[src/rtl/cpu_bus_pkg.sv]
// Shared types for the CPU memory-port slice: arbiter FSM states, bus width defaults, requester id.
package cpu_bus_pkg;

    localparam int ADDR_W_DEF = 32;
    localparam int DATA_W_DEF = 32;

    typedef enum logic [1:0] {
        IDLE   = 2'd0,
        BUSY_I = 2'd1,
        BUSY_D = 2'd2
    } arb_state_t;

    typedef enum logic {
        REQ_I = 1'b0,
        REQ_D = 1'b1
    } req_id_t;

endpackage

[src/rtl/arb_watchdog.sv]
// Busy-cycle watchdog: clr restarts, en counts one cycle; expired is combinational and flags the
// enabled cycle that would bring the count to TIMEOUT_CYCLES.
module arb_watchdog
    import cpu_bus_pkg::*;
#(
    parameter int TIMEOUT_CYCLES = 64
) (
    input  logic clk,
    input  logic rst,
    input  logic clr,
    input  logic en,
    output logic expired
);

    localparam int CW = $clog2(TIMEOUT_CYCLES + 1);

    logic [CW-1:0] cnt_q, cnt_d;

    always_comb begin
        cnt_d = cnt_q;
        if (clr) begin
            cnt_d = '0;
        end else if (en && (cnt_q != CW'(TIMEOUT_CYCLES))) begin
            cnt_d = cnt_q + CW'(1);
        end
    end

    // Firing one count early lets the abort land exactly TIMEOUT_CYCLES busy cycles after grant.
    assign expired = en && (cnt_q == CW'(TIMEOUT_CYCLES - 1));

    always_ff @(posedge clk) begin
        if (!rst) begin
            cnt_q <= '0;
        end else begin
            cnt_q <= cnt_d;
        end
    end

endmodule

[src/rtl/mem_port_arbiter.sv]
// Single-outstanding arbiter of fetch and LSU onto one memory port; data priority with a fetch
// anti-starvation streak limit. Grant 1 cycle after request, rvalid 1 cycle after mem_ack or timeout.
module mem_port_arbiter
    import cpu_bus_pkg::*;
#(
    parameter int ADDR_W         = ADDR_W_DEF,
    parameter int DATA_W         = DATA_W_DEF,
    parameter int MAX_DSTREAK    = 4,
    parameter int TIMEOUT_CYCLES = 64
) (
    input  logic                clk,
    input  logic                rst,
    input  logic                i_req,
    input  logic [ADDR_W-1:0]   i_addr,
    output logic                i_gnt,
    output logic                i_rvalid,
    output logic [DATA_W-1:0]   i_rdata,
    output logic                i_err,
    input  logic                d_req,
    input  logic                d_we,
    input  logic [DATA_W/8-1:0] d_be,
    input  logic [ADDR_W-1:0]   d_addr,
    input  logic [DATA_W-1:0]   d_wdata,
    output logic                d_gnt,
    output logic                d_rvalid,
    output logic [DATA_W-1:0]   d_rdata,
    output logic                d_err,
    output logic                mem_req,
    output logic                mem_we,
    output logic [DATA_W/8-1:0] mem_be,
    output logic [ADDR_W-1:0]   mem_addr,
    output logic [DATA_W-1:0]   mem_wdata,
    input  logic                mem_ack,
    input  logic [DATA_W-1:0]   mem_rdata
);

    localparam int BE_W = DATA_W / 8;
    localparam int SW   = $clog2(MAX_DSTREAK + 1);

    arb_state_t          state_q, state_d;
    logic [SW-1:0]       dstreak_q, dstreak_d;
    logic                i_gnt_q, i_gnt_d, d_gnt_q, d_gnt_d;
    logic                i_rvalid_q, i_rvalid_d, d_rvalid_q, d_rvalid_d;
    logic [DATA_W-1:0]   i_rdata_q, i_rdata_d, d_rdata_q, d_rdata_d;
    logic                i_err_q, i_err_d, d_err_q, d_err_d;
    logic                mem_req_q, mem_req_d, mem_we_q, mem_we_d;
    logic [BE_W-1:0]     mem_be_q, mem_be_d;
    logic [ADDR_W-1:0]   mem_addr_q, mem_addr_d;
    logic [DATA_W-1:0]   mem_wdata_q, mem_wdata_d;

    logic                grant;
    logic                busy;
    logic                expired;
    req_id_t             winner;
    logic [DATA_W-1:0]   resp_dat;

    assign busy     = (state_q != IDLE);
    assign winner   = (i_req && (!d_req || (dstreak_q == SW'(MAX_DSTREAK)))) ? REQ_I : REQ_D;
    // Stores and timeouts both return zero data.
    assign resp_dat = (mem_ack && !mem_we_q) ? mem_rdata : '0;

    always_comb begin
        state_d     = state_q;
        dstreak_d   = dstreak_q;
        grant       = 1'b0;
        i_gnt_d     = 1'b0;
        d_gnt_d     = 1'b0;
        i_rvalid_d  = 1'b0;
        d_rvalid_d  = 1'b0;
        i_rdata_d   = i_rdata_q;
        d_rdata_d   = d_rdata_q;
        i_err_d     = i_err_q;
        d_err_d     = d_err_q;
        mem_req_d   = mem_req_q;
        mem_we_d    = mem_we_q;
        mem_be_d    = mem_be_q;
        mem_addr_d  = mem_addr_q;
        mem_wdata_d = mem_wdata_q;
        case (state_q)
            IDLE: begin
                if (i_req || d_req) begin
                    grant     = 1'b1;
                    mem_req_d = 1'b1;
                    if (winner == REQ_I) begin
                        state_d     = BUSY_I;
                        i_gnt_d     = 1'b1;
                        mem_we_d    = 1'b0;
                        mem_be_d    = {BE_W{1'b1}};
                        mem_addr_d  = i_addr;
                        mem_wdata_d = '0;
                        dstreak_d   = '0;
                    end else begin
                        state_d     = BUSY_D;
                        d_gnt_d     = 1'b1;
                        mem_we_d    = d_we;
                        mem_be_d    = d_be;
                        mem_addr_d  = d_addr;
                        mem_wdata_d = d_wdata;
                        if (!i_req) begin
                            dstreak_d = '0;
                        end else if (dstreak_q != SW'(MAX_DSTREAK)) begin
                            dstreak_d = dstreak_q + SW'(1);
                        end
                    end
                end
            end
            BUSY_I, BUSY_D: begin
                if (mem_ack || expired) begin
                    state_d   = IDLE;
                    mem_req_d = 1'b0;
                    if (state_q == BUSY_I) begin
                        i_rvalid_d = 1'b1;
                        i_rdata_d  = resp_dat;
                        i_err_d    = !mem_ack;
                    end else begin
                        d_rvalid_d = 1'b1;
                        d_rdata_d  = resp_dat;
                        d_err_d    = !mem_ack;
                    end
                end
            end
            default: state_d = IDLE;
        endcase
    end

    arb_watchdog #(
        .TIMEOUT_CYCLES(TIMEOUT_CYCLES)
    ) u_watchdog (
        .clk    (clk),
        .rst    (rst),
        .clr    (grant),
        .en     (busy && !mem_ack),
        .expired(expired)
    );

    always_ff @(posedge clk) begin
        if (!rst) begin
            state_q     <= IDLE;
            dstreak_q   <= '0;
            i_gnt_q     <= 1'b0;
            d_gnt_q     <= 1'b0;
            i_rvalid_q  <= 1'b0;
            d_rvalid_q  <= 1'b0;
            i_rdata_q   <= '0;
            d_rdata_q   <= '0;
            i_err_q     <= 1'b0;
            d_err_q     <= 1'b0;
            mem_req_q   <= 1'b0;
            mem_we_q    <= 1'b0;
            mem_be_q    <= '0;
            mem_addr_q  <= '0;
            mem_wdata_q <= '0;
        end else begin
            state_q     <= state_d;
            dstreak_q   <= dstreak_d;
            i_gnt_q     <= i_gnt_d;
            d_gnt_q     <= d_gnt_d;
            i_rvalid_q  <= i_rvalid_d;
            d_rvalid_q  <= d_rvalid_d;
            i_rdata_q   <= i_rdata_d;
            d_rdata_q   <= d_rdata_d;
            i_err_q     <= i_err_d;
            d_err_q     <= d_err_d;
            mem_req_q   <= mem_req_d;
            mem_we_q    <= mem_we_d;
            mem_be_q    <= mem_be_d;
            mem_addr_q  <= mem_addr_d;
            mem_wdata_q <= mem_wdata_d;
        end
    end

    assign i_gnt     = i_gnt_q;
    assign d_gnt     = d_gnt_q;
    assign i_rvalid  = i_rvalid_q;
    assign d_rvalid  = d_rvalid_q;
    assign i_rdata   = i_rdata_q;
    assign d_rdata   = d_rdata_q;
    assign i_err     = i_err_q;
    assign d_err     = d_err_q;
    assign mem_req   = mem_req_q;
    assign mem_we    = mem_we_q;
    assign mem_be    = mem_be_q;
    assign mem_addr  = mem_addr_q;
    assign mem_wdata = mem_wdata_q;

endmodule

[config.mk]
export PLATFORM = sky130hd
export DESIGN_NAME = mem_port_arbiter
export DESIGN_NICKNAME = d
export VERILOG_FILES = /design/src/rtl/cpu_bus_pkg.sv /design/src/rtl/arb_watchdog.sv /design/src/rtl/mem_port_arbiter.sv
export SDC_FILE = /design/constraint.sdc
export NUM_CORES = 1
export LEC_CHECK = 0
export ABC_AREA = 1
export CAP_MARGIN = 5
export CORE_UTILIZATION = 40
export CTS_CLUSTER_DIAMETER = 150
export CTS_CLUSTER_SIZE = 8
export DETAILED_ROUTE_END_ITERATION = 6
export GPL_ROUTABILITY_DRIVEN = 0
export PLACE_DENSITY = 0.78
export SLEW_MARGIN = 20
export SYNTH_ARGS = -nofsm -noshare
export SYNTH_HDL_FRONTEND = slang
export SYNTH_SLANG_ARGS = --single-unit
[constraint.sdc]
create_clock -name clk -period 3.4 [get_ports clk]
set_input_delay 0.68 -clock clk [delete_from_list [all_inputs] [get_ports clk]]
set_output_delay 0.68 -clock clk [all_outputs]
set_load 0.02 [all_outputs]
== After elaboration in Yosys (flattened, before gate mapping) ==
Cells that the tools add are included.

* Register bits: 152
* Output and inout port bits: 140
* Logic and storage cells: 74

* Add/sub/neg operators: 2
* Equal/unequal tests: 9
* Mux-type cells: 21
* Bitwise logic cells: 2
* Reductions and logical operators: 24

{| class="wikitable"
|+ Operators by type and width
! kind !! number
|-
| 32-bit two-way mux || 3
|-
| 3-bit AND reduction || 6
|-
| 1-bit two-way mux || 9
|-
| 3-bit two-way mux || 3
|-
| 7-bit by 1-bit adder with 7-bit output, second input constant || 1
|-
| 7-bit by 6-bit == test with 1-bit output, second input constant || 1
|-
| 7-bit != test, second input constant || 1
|-
| 2-bit two-way mux || 3
|-
| 1-bit logical AND || 5
|-
| 4-bit two-way mux || 1
|-
| 2-bit != test, second input constant || 2
|-
| 2-bit one-hot mux with 2 select lines || 1
|-
| 2-bit AND reduction || 2
|-
| 2-bit nonzero test || 2
|-
| 2-bit OR reduction || 2
|-
| 3-bit by 1-bit adder with 3-bit output, second input constant || 1
|-
| 3-bit == test, second input constant || 1
|-
| 1-bit logical NOT || 3
|-
| 1-bit logical OR || 3
|-
| 3-bit by 1-bit != test with 1-bit output, second input constant || 1
|-
| 3-bit != test, second input constant || 1
|-
| 2-bit by 1-bit == test with 1-bit output, second input constant || 1
|-
| 2-bit == test, second input constant || 1
|-
| 2-bit logical NOT || 1
|-
| 2 further kinds || 3
|}

== Depth between registers and ports, before layout ==
Gate-level depths: netlist of the first run.

* Depth in word-level cells: 6
* Gate-level depth with buffers: 11
* Mapped depth without buffers: 10

== By module ==
Synthesis of the first run repeated with hierarchy kept, for this count alone.

* Cell total of the unflattened synthesis: 923
* Area total of the unflattened synthesis: 6403.6 µm²

{| class="wikitable"
|+ Modules (own cells, without submodules)
! module !! times used !! cells each !! area an instance (µm²) !! seq. area each (µm²)
|-
| mem_port_arbiter || 1 || 865 || 6017.0 || 2902.8
|-
| arb_watchdog || 1 || 58 || 386.6 || 140.1
|}

== Least setup slack after synthesis of the first run ==
Ideal clock, no wire load.

* Path type: in2reg
* Start: input rst
* End: register mem_wdata_q[24] (netlist: mem_wdata[24])
* Library setup time: 59 ps
* Data arrival time: 1609 ps
* Required time: 3341 ps
* Setup slack: 1732 ps
* Stages: 8
* Cell sequence: buf_2 inv_2 nor2_4 inv_2 nor2_2 buf_4 buf_4 a22o_1

{| class="wikitable"
|+ RTL lines
! item !! line !! RTL
|-
| start: declaration || mem_port_arbiter.sv:12 || <nowiki>input logic rst,</nowiki>
|-
| end signal: assignment || mem_port_arbiter.sv:168 || <nowiki>mem_wdata_q <= mem_wdata_d;</nowiki>
|-
| end: declaration || mem_port_arbiter.sv:49 || <nowiki>logic [DATA_W-1:0] mem_wdata_q, mem_wdata_d;</nowiki>
|}

== Final worst setup path of the first run ==
* Start: input i_req
* End: register mem_addr_q[15] (netlist: mem_addr[15])

* Longest elaborated chain between the ends: 2
* Elaborated cells on any way between the ends: 4

{| class="wikitable"
|+ Ends and longest elaborated chain
! item !! line !! RTL
|-
| start: declaration || mem_port_arbiter.sv:13 || <nowiki>input logic i_req,</nowiki>
|-
| 1-bit logical AND or 1-bit logical OR (tied branches) || mem_port_arbiter.sv:58, mem_port_arbiter.sv:81 ||
|-
| 32-bit two-way mux or 2-bit AND reduction (tied branches) || -- ||
|-
| end signal: assignment || mem_port_arbiter.sv:167 || <nowiki>mem_addr_q <= mem_addr_d;</nowiki>
|-
| end: declaration || mem_port_arbiter.sv:48 || <nowiki>logic [ADDR_W-1:0] mem_addr_q, mem_addr_d;</nowiki>
|}

Several ways; a longest one is shown, not always the timed one.
A chain may end at the register's enable or synchronous reset.

==> results of run 1 <==
state kept, by name, summed over array words and instances (netlist names):
name	count
i_rdata	32
mem_addr	32
mem_we	1
d_err	1
mem_be	4
mem_wdata	32
i_rvalid	1
i_gnt	1
dstreak_q	3
d_rvalid	1
d_gnt	1
d_rdata	32
u_watchdog.cnt_q	7
state_q	2
mem_req	1
i_err	1
cell usage after synthesis (all sizes together):
library cell  count
o211ai            1
nor3              1
buf              41
o21ai             8
a21oi            14
dfxtp           152
xnor2             2
clkinv            1
nand3            32
nor2            119
nand4            35
a22o             33
a22oi            14
clkbuf            7
xor2              1
ha                6
inv             137
o21a              1
nand2           271
critical path: cells and delay by family:
kind,cells,cell delay (ns)
AND/OR/NAND/NOR,4,0.41
buffers and inverters,4,1.54
path summary, 6_finish.rpt:
path | from | end | slack [ns] | cells past startpoint
max reg2reg | state_q[1] | d_rdata[10] | 1.21 | 9
min | d_err | d_err | 0.45 | 2
max | i_req | mem_addr[15] | 1.10 | 8
min reg2reg | d_err | d_err | 0.45 | 2
area by class of cell:
class	instances	area [um^2]	share of cell area [%]
Clock inverter	11	146	1.49
Tap cell	211	264	2.69
Sequential cell	152	3040	31.0
Clock buffer	20	447	4.55
Multi-Input combinational cell	538	2520	25.7
Timing Repair Buffer	287	2870	29.2
Inverter	138	518	5.28
layer usage:
metal | share of wire [%] | GRT usage [%]
met1 | 40 | 25.3
met2 | 50 | 40.2
met3 | 7.9 | 6.64
met4 | 1.7 | 8.17
met5 | 0 | 0
logic make-up (layout without fill, tap and decap cells):
family | after synthesis | count (layout) | synth area share [%]
xor+xnor | 3 | 3 | 0.416
fa+ha+maj | 6 | 6 | 1.19
buf+inv | 186 | 456 | 12.1
compound gates | 71 | 71 | 8.45
flops | 152 | 152 | 48.1
simple gates | 458 | 458 | 29.7
metrics by stage:
step	hold slack, ns	power, mW
floorplan	0.439	2.54
global placement	0.438	3.06
detailed placement	0.441	3.07
CTS	0.450	4.98
global route	0.482	5.15
finish	0.447	4.93
placed cells by master, fill, tap and decap left out, types with 3 or more instances in the layout:
cell type                           n
sky130_fd_sc_hd__a21oi_1           13
sky130_fd_sc_hd__nand4_1           35
sky130_fd_sc_hd__a22o_1            33
sky130_fd_sc_hd__inv_6              3
sky130_fd_sc_hd__clkdlybuf4s50_1  276
sky130_fd_sc_hd__inv_1            134
sky130_fd_sc_hd__ha_1               6
sky130_fd_sc_hd__inv_2              3
sky130_fd_sc_hd__nand2_1          269
sky130_fd_sc_hd__dfxtp_1          152
sky130_fd_sc_hd__buf_4              8
sky130_fd_sc_hd__bufinv_16          3
sky130_fd_sc_hd__a22oi_1           14
sky130_fd_sc_hd__nand3_1           30
sky130_fd_sc_hd__nor2_1           116
sky130_fd_sc_hd__clkinv_2           3
sky130_fd_sc_hd__clkbuf_16         17
sky130_fd_sc_hd__o21ai_0            7
report_power, final:
part	total, mW	internal, mW	switching [mW]
registers	1.99	1.92	0.0714
logic	1.03	0.490	0.544
clock network	1.91	1.17	0.733
total	4.93	3.58	1.35
==> flow_summary.toml, run 1 <==
[worst_setup_path]
worst_ep_required_time_ns = 3.76
timing.critical_path.mode_cell = "sky130_fd_sc_hd__nand2_1"
cp_cell_sequence = "clkdlybuf4s50_1 -> nand2_1 -> inv_1 -> nand2_1 -> inv_1 -> buf_4 -> nand2_1 -> nand3_1"
startpoint_type = "primary input"
criticalPathCategory = "primary input to register"
crit_path_max_fanout = 21
critical_path_arrival_ns = 2.65
endpoint_kind = "register"
critPathMaxStageDelay_ns = 0.57
worst_path_max_delay_cell = "sky130_fd_sc_hd__clkdlybuf4s50_1"

[layout]
fin_area_um2 = 9810
areaGrowthSynthToFinish_pct = 55.1
layout-drive-gt1-share_pct = 4.54
antenna-diode-count = 0
final_cell_count_no_fill = 1357
nFillCells = 1359
post-route-util_pct = 64.0
finalNetCount = 1278

[clock_tree]
cts.clk_slew.worst_paths_ns = 0.06
h_tree_depth = 4
postCtsSetupBuffers = 0
max-clock-path-buffers = 2
cts_repair_resized_insts = 0
cts.hold.buffers_added = 0
root_buffer = "sky130_fd_sc_hd__clkbuf_16"
cts_buffers = 17
worstSkewPairLatency_ns = 0.42
tritoncts = "done"
tritoncts_num_sinks = 152

[floorplan]
die-area_um2 = 16300
die-height_um = 128
num_io_pins = 278
fp.dieW_um = 128
floorplan.core_area_um2 = 15300
initial_core_util_pct = 41.3
rows = 45

[drt]
route.final.wire_length_um = 18400
drc = 0
drt-initial-drc-count = 332
wl_per_cell_um = 13.6
drt_first_pass_iters = 4
ant_nets_after_route = 0
vias_per_cell = 4.59
num_vias = 6226

[synth]
netlist_instances = 876
yosys-top-cells-area = "sky130_fd_sc_hd__dfxtp_1, sky130_fd_sc_hd__nand2_1, sky130_fd_sc_hd__inv_1"
synth_cell_area_um2 = 6320
synth_largest_type_area_fraction_pct = 48.1
synthDominantAreaCellType = "sky130_fd_sc_hd__dfxtp_1"
synthesis.yosys.warnings = 0
syn_nets = 1020
syn_avg_cell_area_um2 = 7.22
synth_seq_area_share_pct = 48.1
yosysUniqueCellTypes = 30
synth.ff_latch_count = 152

[sta]
timing.final.ws_setup_ns = 1.10
fin_crit_ns = 2.30
timing_worst_slew_pin_value_ns = 0.759
finalClockSkew_ns = 0.00698
max_freq_ghz = 0.436
rsz0062_at_grt = "false"
timing.final.setup_violations = 0
setup_total_negative_slack_ns = 0
finalHoldViolations = 0
normalized_max_slew_margin_pct = 49.4
min_period_over_period_pct = 67.5
finalMaxSlewViolations = 0

[global_route]
grt_antenna_before_repair = 0
maximum_number_of_pins_on_one_net_before_global_route_repair = 73
grt_pass1_vias = 5656
globalRouteOverflowTotal = 0
grt_first_pass_wirelength_um = 28500
global_route.usage.total_pct = 22.5

[outcome]
result_of_the_run = "complete, no violations"

[power]
pwrdens_nw_per_um2 = 503
vdd.ir_drop.worst_mv = 0.320
leakage_nw = 4.45

[place]
postPlaceCellArea_um2 = 9210
post-place-ws_ns = 0.706
numPortBuffers = 277
numPlacedInstances = 1326
dp_hpwl_um = 13200

[worst_hold_path]
worstHoldPathType = "register to register"

[run]
max-cap-violations = 0
Note: power is estimated with default switching activity, not from simulation.
==> inputs of run 2 (changes only) <==
==> constraint.sdc (replaced) <==
create_clock -name clk -period 2.38 [get_ports clk]
set_input_delay 0.476 -clock clk [delete_from_list [all_inputs] [get_ports clk]]
set_output_delay 0.476 -clock clk [all_outputs]
set_load 0.02 [all_outputs]
==> run 2 against run 1 <==
Net effect: total power rose by 48%; via count decreased by 0.14%; clock skew is 0.00067 ns higher; wire length shrank 0.48%; critical endpoint is now mem_we; highest routed layer unchanged.
==> flow_summary.toml, run 2 (synthesized netlist as in run 1, its figures left out) <==
[clock_tree]
cts.clk_slew.worst_paths_ns = 0.06
tritoncts = "done"
tritoncts_num_sinks = 152
h_tree_depth = 4
cts.hold.buffers_added = 0
root_buffer = "sky130_fd_sc_hd__clkbuf_16"
postCtsSetupBuffers = 0
cts_repair_resized_insts = 0
max-clock-path-buffers = 2
cts_buffers = 17
worstSkewPairLatency_ns = 0.42

[sta]
finalMaxSlewViolations = 0
normalized_max_slew_margin_pct = 56.2
timing_worst_slew_pin_value_ns = 0.657
fin_crit_ns = 1.96
max_freq_ghz = 0.509
finalClockSkew_ns = 0.00765
setup_total_negative_slack_ns = 0
finalHoldViolations = 0
rsz0062_at_grt = "false"
min_period_over_period_pct = 82.5
timing.final.setup_violations = 0

[worst_setup_path]
crit_buf_inv = 1
crit_path_max_fanout = 3
critical_path_arrival_ns = 1.49
crit_family = "buffers and inverters"
cp_cell_sequence = "clkdlybuf4s50_1"
worst_path_max_delay_cell = "sky130_fd_sc_hd__clkdlybuf4s50_1"
criticalPathCategory = "register to output port"
critPathMaxStageDelay_ns = 0.66
endpoint_kind = "output port"
startpoint_type = "register"
worst_ep_required_time_ns = 1.90

[layout]
post-route-util_pct = 64.8
antenna-diode-count = 0
finalNetCount = 1281
most_common_cell_after_layout_fill_and_taps_aside = "sky130_fd_sc_hd__clkdlybuf4s50_1"
layout-drive-gt1-share_pct = 4.70
nFillCells = 1313
areaGrowthSynthToFinish_pct = 57.0
mostFrequentLayoutCells = "sky130_fd_sc_hd__clkdlybuf4s50_1, sky130_fd_sc_hd__nand2_1, sky130_fd_sc_hd__dfxtp_1"

[drt]
ant_nets_after_route = 0
route.final.wire_length_um = 18300
drt_first_pass_iters = 4
wl_per_cell_um = 13.5
num_vias = 6217
drt-initial-drc-count = 411
drc = 0
vias_per_cell = 4.57

[global_route]
maximum_number_of_pins_on_one_net_before_global_route_repair = 67
global_route.usage.total_pct = 22.8
globalRouteOverflowTotal = 0
grt_antenna_before_repair = 0
grt_pass1_vias = 5954
grt_first_pass_wirelength_um = 29300

[floorplan]
fp.dieW_um = 128
initial_core_util_pct = 41.3
rows = 45
floorplan.core_area_um2 = 15300
num_io_pins = 278
die-height_um = 128
die-area_um2 = 16300

[power]
switching_share_pct = 26.4
vdd.ir_drop.worst_mv = 0.521
internal-power_mw = 5.36
clock_power_share_pct = 40.4
power.share.combinational_pct = 20.6
power.sequential.fraction_pct = 39.1
leakage_nw = 4.51
pwrdens_nw_per_um2 = 733
total_switching_power_mw = 1.92

[place]
numPortBuffers = 277
dp_hpwl_um = 13100

[outcome]
result_of_the_run = "complete, no violations"

[run]
max-cap-violations = 0

[worst_hold_path]
worstHoldPathType = "primary input to register"
[run 2: worst min-delay path: cells and delay by family]
family / cells / cell delay (ns)
buffers and inverters: 1 / 0.15
AND/OR/NAND/NOR: 2 / 0.12
[run 2: final timing paths]
path / slack, ns / to / startpoint / cells past startpoint
setup / recovery: 0.42 / mem_we / mem_we / 1
hold / removal: 0.37 / mem_req / rst / 3
setup reg to reg: 0.56 / i_rdata[9] / state_q[0] / 9
hold reg to reg: 0.46 / i_err / i_err / 2
[run 2: per-stage QoR]
| step | instances | power, mW | cell area (um^2) | setup WS (ns) | hold WS [ns] |
|---|---|---|---|---|---|
| final | 1361 | 7.28 | 9930 | 0.416 | 0.371 |
| after global routing | 1361 | 7.59 | 9930 | 0.345 | 0.388 |
| after CTS | 1361 | 7.35 | 9930 | 0.376 | 0.360 |
| after detailed placement | 1329 | 4.40 | 9290 | 0.300 | 0.446 |
| after global placement | 1329 | 4.39 | 9290 | 0.345 | 0.436 |
| after floorplan | 876 | 3.63 | 6320 | 0.797 | 0.439 |
[run 2: layer usage]
layer,track usage (%),part of all wire [%]
met4,7.82,1.2
met3,6.76,7.9
met5,0,0
met1,25.8,39
met2,40.8,52
[run 2: power by group through the flow]
| stage | logic [mW] | clock network (mW) | registers [mW] |
|---|---|---|---|
| after global routing | 1.63 | 3.10 | 2.87 |
| after global placement | 1.49 | 0 | 2.90 |
| after CTS | 1.51 | 2.99 | 2.84 |
| after detailed placement | 1.51 | 0 | 2.90 |
| after floorplan | 0.512 | 0 | 3.12 |
| final | 1.50 | 2.94 | 2.84 |
[run 2: final cells by class]
cell class	count	area [um^2]	share of cell area [%]
Sequential cell	152	3040	30.6
Timing Repair Buffer	290	2940	29.6
Multi-Input combinational cell	538	2520	25.4
Inverter	138	518	5.22
Clock buffer	22	454	4.57
Tap cell	211	264	2.66
Clock inverter	10	190	1.92
==> inputs of run 3 (changes only) <==
--- a/config.mk
+++ b/config.mk
@@ -7,7 +7,7 @@
 export LEC_CHECK = 0
 export ABC_AREA = 1
 export CAP_MARGIN = 5
-export CORE_UTILIZATION = 40
+export CORE_UTILIZATION = 38
 export CTS_CLUSTER_DIAMETER = 150
 export CTS_CLUSTER_SIZE = 8
 export DETAILED_ROUTE_END_ITERATION = 6
==> constraint.sdc (replaced) <==
create_clock -name clk -period 1.78 [get_ports clk]
set_input_delay 0.356 -clock clk [delete_from_list [all_inputs] [get_ports clk]]
set_output_delay 0.356 -clock clk [all_outputs]
set_load 0.02 [all_outputs]
==> run 3 against run 2 <==
Net effect: sequential cell count unchanged; die area rose by 5.2%; via count increased by 2.1%; clock-buffer cell count down 2; hold slack worse by 0.083 ns; global-route usage shrank 0.99 points; final cell count grew 2.1%; sequential power grew 34%; highest routed layer unchanged.
==> flow_summary.toml, run 3 (synthesized netlist as in run 1, its figures left out) <==
[sta]
fin_crit_ns = 1.75
finalHoldViolations = 0
min_period_over_period_pct = 98.2
setup_total_negative_slack_ns = 0
finalMaxSlewViolations = 0
timing.final.ws_setup_ns = 0.0328
fin_hold_ws_ns = 0.288
timing_worst_slew_pin_value_ns = 0.330
finalClockSkew_ns = 0.00890
timing.final.setup_violations = 0
normalized_max_slew_margin_pct = 78.1
max_freq_ghz = 0.572

[drt]
ant_nets_after_route = 0
drc = 0
route.final.wire_length_um = 19500
num_vias = 6350
drt_first_pass_iters = 4
drt-initial-drc-count = 300
vias_per_cell = 4.57
wl_per_cell_um = 14.0

[worst_setup_path]
criticalPathCategory = "register to output port"
cp_cell_sequence = "clkdlybuf4s50_1"
endpoint_kind = "output port"
worst_path_max_delay_cell = "sky130_fd_sc_hd__clkdlybuf4s50_1"
crit_family = "buffers and inverters"
r2r_start = "state_q[1]"
critPathMaxStageDelay_ns = 0.64
worst_ep_required_time_ns = 1.42
crit_path_max_fanout = 2
critical_path_arrival_ns = 1.39
reg2reg_setup_slack_ns = 0.15
worstRegToRegCells = 10
crit_buf_inv = 1
critical_path.reg2reg.endpoint = "mem_addr[22]"
startpoint_type = "register"

[clock_tree]
worstSkewPairLatency_ns = 0.42
cts.clk_slew.worst_paths_ns = 0.06
tritoncts_num_sinks = 152
root_buffer = "sky130_fd_sc_hd__clkbuf_16"
max-clock-path-buffers = 2
cts_buffers = 17
tritoncts = "done"
h_tree_depth = 4

[worst_hold_path]
worstHoldEndpoint = "mem_be[1]"
worstHoldPathCells = 3
hp-start = "rst"
worstHoldPathType = "primary input to register"

[floorplan]
floorplan.core_area_um2 = 16100
die-area_um2 = 17200
die-height_um = 131
initial_core_util_pct = 39.4
fp.dieW_um = 131
rows = 46
num_io_pins = 278

[global_route]
global_route.usage.total_pct = 21.8
globalRouteOverflowTotal = 0
busiest_layer_in_global_routing = "met2"
grt_first_pass_wirelength_um = 28600
grt_pass1_vias = 5813
use_met3_pct = 6.96
maximum_number_of_pins_on_one_net_before_global_route_repair = 68
grt_antenna_before_repair = 0
grt_util_met1_pct = 23.1
groute.layer.met2.usage_pct = 40.8

[power]
post_layout_power_mw = 9.51
pwrdens_nw_per_um2 = 932
internal-power_mw = 6.83
total_switching_power_mw = 2.68
switching_share_pct = 28.2
power.share.combinational_pct = 21.8
leakage_nw = 5.05
clock_power_share_pct = 38.2
vdd.ir_drop.worst_mv = 0.727
power.sequential.fraction_pct = 40.0

[layout]
finalNetCount = 1305
areaGrowthSynthToFinish_pct = 61.3
post-route-util_pct = 63.5
antenna-diode-count = 0
most_common_cell_after_layout_fill_and_taps_aside = "sky130_fd_sc_hd__nand2_1"
final_cell_count_no_fill = 1390
nFillCells = 1411
fin_area_um2 = 10200
layout-drive-gt1-share_pct = 7.16
mostFrequentLayoutCells = "sky130_fd_sc_hd__nand2_1, sky130_fd_sc_hd__clkdlybuf4s50_1, sky130_fd_sc_hd__dfxtp_1"

[outcome]
result_of_the_run = "complete, no violations"

[place]
numPlacedInstances = 1354
dp_hpwl_um = 14000
post-place-ws_ns = -0.0815
postPlaceCellArea_um2 = 9480
numPortBuffers = 277

[run]
max-cap-violations = 0
## run 3: changes by cell type in the layout (fill, tap and decap cells not counted), moves of 3 or more
cell / before / now
sky130_fd_sc_hd__buf_4: 7 / 25
sky130_fd_sc_hd__clkdlybuf4s50_1: 276 / 244
sky130_fd_sc_hd__clkbuf_1: 4 / 1
sky130_fd_sc_hd__bufinv_16: 5 / 2
sky130_fd_sc_hd__dlymetal6s2s_1: 0 / 23
sky130_fd_sc_hd__buf_12: 6 / 10
sky130_fd_sc_hd__dlygate4sd2_1: 0 / 9
## run 3: worst max-delay path by stage
stage	startpoint	depth (start not counted)	end
6_report	mem_addr[4]	1	mem_addr[4]
3_3_place_gp	d_req	9	mem_addr[11]
4_1_cts	mem_wdata[31]	1	mem_wdata[31]
5_1_grt	u_watchdog.cnt_q[1]	10	i_rdata[15]
2_1_floorplan	state_q[0]	7	d_rdata[12]
3_5_place_dp	d_req	9	mem_addr[24]
## run 3: area by class of cell
class / count / area (um^2) / share of cell area (%)
Clock inverter: 12 / 140 / 1.37
Multi-Input combinational cell: 538 / 2530 / 24.8
Tap cell: 216 / 270 / 2.65
Timing Repair Buffer: 314 / 3240 / 31.7
Sequential cell: 152 / 3050 / 29.9
Inverter: 138 / 518 / 5.08
Clock buffer: 20 / 457 / 4.48
## run 3: metal layers
| metal | vias up | wire, um |
|---|---|---|
| met3 | 19 | 1650 |
| met4 | 0 | 238 |
| met5 | - | 0 |
| met1 | 2852 | 7580 |
| met2 | 212 | 9990 |
| li1 | 3267 | - |
## run 3: repair_timing
| action | CTS | global route |
|---|---|---|
| pin swaps | 0 | 1 |
| hold buffers | 0 | 0 |
| buffers inserted | 0 | 3 |
| hold endpoints to repair | 0 | 0 |
| cloned | 0 | 1 |
| resized for setup | 9 | 28 |
| setup endpoints to repair | 9 | 72 |
## run 3: power groups by stage
stage          logic [mW]  clock network (mW)  registers, mW
4_1_cts              2.08                3.67           3.80
5_1_grt              2.25                3.83           3.83
2_1_floorplan       0.684                   0           4.17
6_report             2.07                3.63           3.80
3_3_place_gp         2.06                   0           3.87
3_5_place_dp         2.08                   0           3.88
